**src/rtl/grid_pkg.sv**
```systemverilog
// Shared grid-solver definitions: row length, row_bias FSM states and LFSR taps.
`ifndef GRID_LEN
`define GRID_LEN 9
`endif

package grid_pkg;

  localparam int GRID_LEN = `GRID_LEN;

  localparam logic [15:0] LFSR_TAPS = 16'hB400;

  typedef enum logic {
    SHUF  = 1'b0,
    READY = 1'b1
  } row_bias_state_e;

  // Right-shifting Galois form: feedback taps applied when the outgoing bit is 1.
  function automatic logic [15:0] lfsr_galois_step(input logic [15:0] s);
    return {1'b0, s[15:1]} ^ (s[0] ? LFSR_TAPS : 16'h0000);
  endfunction

endpackage

```
**src/rtl/lfsr16.sv**
```systemverilog
// 16-bit Galois LFSR, reloaded with SEED on reset and free-running otherwise.
module lfsr16
  import grid_pkg::*;
#(
  parameter logic [15:0] SEED = 16'hACE1
) (
  input  logic        clock,
  input  logic        reset,
  output logic [15:0] q
);

  // An all-zero state would lock the LFSR, so a zero seed is replaced.
  localparam logic [15:0] START = (SEED == 16'h0000) ? 16'h0001 : SEED;

  logic [15:0] r_q;

  // LFSR state register
  always_ff @(posedge clock) begin
    if (reset) begin
      r_q <= START;
    end else begin
      r_q <= lfsr_galois_step(r_q);
    end
  end

  assign q = r_q;

endmodule

```
**src/rtl/row_bias.sv**
```systemverilog
// Per-row value-order source: shuffles a permutation of one-hot values and
// answers tile index requests with the permuted value on a shared reply bus.
module row_bias
  import grid_pkg::*;
#(
  parameter int          LEN  = GRID_LEN,
  parameter logic [15:0] SEED = 16'hACE1
) (
  input  logic                   clock,
  input  logic                   reset,
  input  logic                   reshuffle,
  output logic                   ready,
  input  logic [LEN*(LEN+1)-1:0] tile_rqindex,
  input  logic [LEN-1:0]         tile_update,
  output logic [LEN-1:0]         rowbias,
  output logic                   collision
);

  localparam int             IW  = $clog2(LEN);
  localparam logic [LEN-1:0] ONE = {{(LEN-1){1'b0}}, 1'b1};

  row_bias_state_e r_state;
  logic [IW-1:0]   r_i;
  logic [LEN-1:0]  r_perm [LEN];
  logic [LEN-1:0]  r_rowbias;
  logic            r_collision;

  logic [15:0]     w_lfsr;
  logic [7:0]      w_mod;
  logic [IW-1:0]   w_j;
  logic [LEN-1:0]  w_sel_idx;
  logic            w_hit;
  logic [LEN-1:0]  w_reply;
  logic            w_multi;
  logic            w_unused_sentinel;
  logic            w_unused_bits;

  lfsr16 #(
    .SEED(SEED)
  ) u_lfsr (
    .clock(clock),
    .reset(reset),
    .q    (w_lfsr)
  );

  // Fisher-Yates partner index: low LFSR byte modulo (i+1).
  assign w_mod = w_lfsr[7:0] % ({{(8-IW){1'b0}}, r_i} + 8'd1);
  assign w_j   = w_mod[IW-1:0];

  assign w_multi       = ($countones(tile_update) > 32'sd1);
  assign w_unused_bits = ^{w_lfsr[15:8], w_mod[7:IW]};

  // Priority select: scanning downward leaves the lowest strobing tile's index.
  always_comb begin
    w_sel_idx = {LEN{1'b0}};
    w_hit     = 1'b0;
    for (int t = LEN - 1; t >= 0; t--) begin
      w_sel_idx = tile_update[t] ? tile_rqindex[t*(LEN+1) +: LEN] : w_sel_idx;
      w_hit     = w_hit | tile_update[t];
    end
  end

  // The sentinel bit of each index carries no lookup; it just yields a zero reply.
  always_comb begin
    w_unused_sentinel = 1'b0;
    for (int t = 0; t < LEN; t++) begin
      w_unused_sentinel = w_unused_sentinel | tile_rqindex[t*(LEN+1)+LEN];
    end
  end

  // AND-OR reply mux over the permutation entries
  always_comb begin
    w_reply = {LEN{1'b0}};
    for (int k = 0; k < LEN; k++) begin
      w_reply = w_reply | (r_perm[k] & {LEN{w_sel_idx[k]}});
    end
  end

  // Shuffle/serve FSM with permutation store and registered reply outputs
  always_ff @(posedge clock) begin
    if (reset) begin
      r_state     <= SHUF;
      r_i         <= IW'(LEN - 1);
      r_rowbias   <= {LEN{1'b0}};
      r_collision <= 1'b0;
      for (int k = 0; k < LEN; k++) begin
        r_perm[k] <= ONE << k;
      end
    end else begin
      r_collision <= (r_state == READY) && w_multi;
      case (r_state)
        SHUF: begin
          // When j == i both writes carry the same value, so no special case.
          r_perm[r_i] <= r_perm[w_j];
          r_perm[w_j] <= r_perm[r_i];
          r_i         <= r_i - {{(IW-1){1'b0}}, 1'b1};
          r_rowbias   <= {LEN{1'b0}};
          if (r_i == {{(IW-1){1'b0}}, 1'b1}) begin
            r_state <= READY;
          end
        end
        READY: begin
          if (reshuffle) begin
            r_state   <= SHUF;
            r_i       <= IW'(LEN - 1);
            r_rowbias <= {LEN{1'b0}};
          end else if (w_hit) begin
            r_rowbias <= w_reply;
          end
        end
        default: begin
          r_state   <= SHUF;
          r_i       <= IW'(LEN - 1);
          r_rowbias <= {LEN{1'b0}};
        end
      endcase
    end
  end

  assign ready     = (r_state == READY);
  assign rowbias   = r_rowbias;
  assign collision = r_collision;

endmodule

```
**config.mk**
```make
export PLATFORM = sky130hd
export DESIGN_NAME = row_bias
export DESIGN_NICKNAME = d
export VERILOG_FILES = /design/src/rtl/grid_pkg.sv /design/src/rtl/lfsr16.sv /design/src/rtl/row_bias.sv
export SDC_FILE = /design/constraint.sdc
export NUM_CORES = 1
export LEC_CHECK = 0
export BUFFER_PORTS_ARGS = -buffer_cell sky130_fd_sc_hd__buf_2
export CAP_MARGIN = 20
export CORE_MARGIN = 5
export CORE_UTILIZATION = 54
export CTS_BUF_LIST = sky130_fd_sc_hd__clkbuf_4 sky130_fd_sc_hd__clkbuf_8
export CTS_CLUSTER_SIZE = 16
export DETAILED_ROUTE_END_ITERATION = 7
export PLACE_DENSITY_LB_ADDON = 0.15
export REMOVE_ABC_BUFFERS = 1
export SLEW_MARGIN = 30
export SYNTH_ARGS = -nofsm -noshare
export SYNTH_HDL_FRONTEND = slang
export SYNTH_SLANG_ARGS = --single-unit
export TNS_END_PERCENT = 5
```
**constraint.sdc**
```tcl
create_clock -name clock -period 33.8 [get_ports clock]
set_clock_uncertainty 0.15 [all_clocks]
set_input_delay 0 -clock clock [delete_from_list [all_inputs] [get_ports clock]]
set_output_delay 0 -clock clock [all_outputs]
set_load 0.1 [all_outputs]
```
==> impl_results.md <==
* Data arrival, critical path at 17.01 ns
* CP required at 33.99 ns
* ANT cells at 0
* Post-Syn Instances at 1412
* Hold buffers post-CTS at 4
* DRT antenna net count at 0
* Area contributors post-synth: edfxtp_1 32%, mux4_2 7.4%, nand2_1 5.3%
* Cts repair resizes at 0
* Number of flops mapped to enable cells by yosys at 144
* RSZ-0062 raised after global routing: false
* # IOs at 113
* Largest net degree at the start of global routing at 37
* CP Max Fanout at 26
* DR vias/cell at 6.94
* Num rows at 57
* Placer congestion estimate at 0.966
* Post-synthesis average cell area at 9.43 µm²
* Warnings, synthesis at 0
* WL/cell at 24.4 µm
* Register bit count reported by yosys at 179
* CTS Root Cell: clkbuf_8
* Distinct cells, synth at 80
* Core footprint at 24300 µm²
* Share of layout cells above drive strength 1 at 17.5%
* Failing checks: design-rule violations, negative hold slack
* Worst Setup End Kind: register
* Skew-Pair Late Insertion Delay at 0.49 ns
* Die area at 27900 µm²
* Final period util at 49.8%
* Area Overhead vs Synth at 9.84%
* Setup TNS at 0 ns
* Slowest cell on crit path: a2111oi_0
* Post-CTS setup buffer count at 0
* Die W at 167 µm
* Longest Clk Path Bufs at 2
* HPWL after detailed placement at 32700 µm
* Largest stage delay, worst path at 0.86 ns
* Fmax at 0.0594 GHz
* Least-Margin Pin Slew at 0.984 ns
* Initial Utilization at 54.8%
* Most used DFF post-synth: edfxtp_1
* Total track usage at 30.5%
* DR vias at 12500
* Crit path time final at 16.82 ns
* Initial antenna violation count at 0
* Drt drc at 7
* Max Transition Viols Final at 0
* Outcome: complete, but fails checks
* Final setup viols at 0
* WS Path Type: register to register
* GRT overflow at 0
* CP startpoint kind: register
* CTS buffer count at 17
* Slew headroom at 32.7%
* Die span in y at 167 µm
* Final nets at 1615
* WL final at 44100 µm
* Final hold viol count at 4
* Share of the synthesized area in the top cell type at 32.5%
* Port Buffer Count at 103
* First-pass GRT wire length at 67300 µm
* DRT iter0 DRCs at 2078
* Largest delay share family, worst path: compound AO/OA/AOI/OAI gates
* Hold crit path type: input port to register
* Ys async rst share at 0%
* Vias in the first global route at 11800
* Clock sink count at 179
* Cell mode on critical path: ha_1
* Critical path buffers and inverters at 7
* H-tree depth at 4
* CTS tree: yes
* Max_cap viols at 0
* Mapped Area at 13300 µm²
* First drt pass iteration count at 8
* Hold Slack at -0.0282 ns
* Clk slew on worst S/H paths at 0.10 ns
* Cell taking the most area after synthesis: edfxtp_1
* Sequential share of the synthesized area at 37.7%
worst register-to-register path: cells and delay by family, from the launching register on:
kind            cells  cell delay, ns
flops               1            0.76
mux                 2            0.48
fa+ha+maj           8            2.44
compound gates     29            7.95
buf+inv             7            1.28
simple gates       16            3.61
sequential cells by signal (all words and copies together), names as in the netlist, named ones only:
name       flops
r_perm       144
u_lfsr.q      16
rowbias        9
r_i            4
collision      1
ready          1
layer usage:
layer | GRT usage (%) | share of wire (%)
met1 | 38.9 | 38
met4 | 15.9 | 5.9
met5 | 0 | 0
met3 | 6.28 | 10
met2 | 49.3 | 46
path summary, 6_finish.rpt:
check,slack [ns],end,startpoint,cells after the start
max,16.98,r_perm[12][8]$_DFFE_PP_,r_i[0]$_SDFFE_PP0N_,62
min,-0.03,rowbias[3]$_SDFFE_PP0P_,tile_update[6],5
max reg2reg,16.98,r_perm[12][8]$_DFFE_PP_,r_i[0]$_SDFFE_PP0N_,62
min reg2reg,0.27,u_lfsr.q[11]$_SDFF_PP1_,u_lfsr.q[12]$_SDFF_PP0_,1
stage by stage:
step / setup WS [ns] / instance area [µm²] / util [%] / std cells
after floorplan: 19.22 / 12900 / - / 1319
after global placement: 17.20 / 14100 / 57.9 / 1768
after detailed placement: 17.01 / 14100 / 58.0 / 1769
after CTS: 16.97 / 14600 / 59.8 / 1805
after global routing: 15.77 / 14600 / 60.1 / 1807
final: 16.98 / 14600 / 60.1 / 1807
layout make-up:
class	count	area, µm²
Clock inverter	15	170
Fill cell	2119	9690
Multi-Input combinational cell	1093	7880
Timing Repair Buffer	132	736
Sequential cell	179	5030
Inverter	47	176
Tap cell	324	405
Clock buffer	17	234
cell usage in the layout, fill, tap and decap left out, drive strengths merged, types with 10 or more instances in the layout:
cell    instances
o22ai          25
ha             37
xnor2          12
buf           128
nor4           10
nand2b         17
clkbuf         17
mux2           11
o21a           16
nor2          110
dfxtp          35
inv            53
nand3          21
nor2b          17
mux4           44
mux2i          66
a22oi          44
a221oi         19
a21oi          92
a222oi         39
edfxtp        144
nor3           27
o211ai         36
nand2         187
o21ai         125
cell usage after synthesis (all sizes together), types with 17 or more instances:
cell and n:
a21oi 92, a221oi 19, a222oi 39, a22oi 44
buf 24, clkbuf 69, dfxtp 35, edfxtp 144
ha 37, inv 47, mux2i 66, mux4 44
nand2 187, nand2b 17, nand3 21, nor2 110
nor2b 17, nor3 27, o211ai 36, o21ai 125
o22ai 25
logic make-up (layout without fill, tap and decap cells):
family                   after synthesis  in the layout  synth area share, %
buffers and inverters                140            211                 4.12
AO/OA/AOI/OAI                        478            478                 24.4
AND/OR/NAND/NOR                      433            433                 14.8
multiplexers                         121            121                 13.3
adder cells (fa/ha/maj)               45             45                 4.53
XOR/XNOR                              16             16                 1.05
flip-flops                           179            179                 37.7
Power is left out: the tool's default activity adds up to more than one toggle a clock period on the data nets, which glitch-free logic cannot reach.
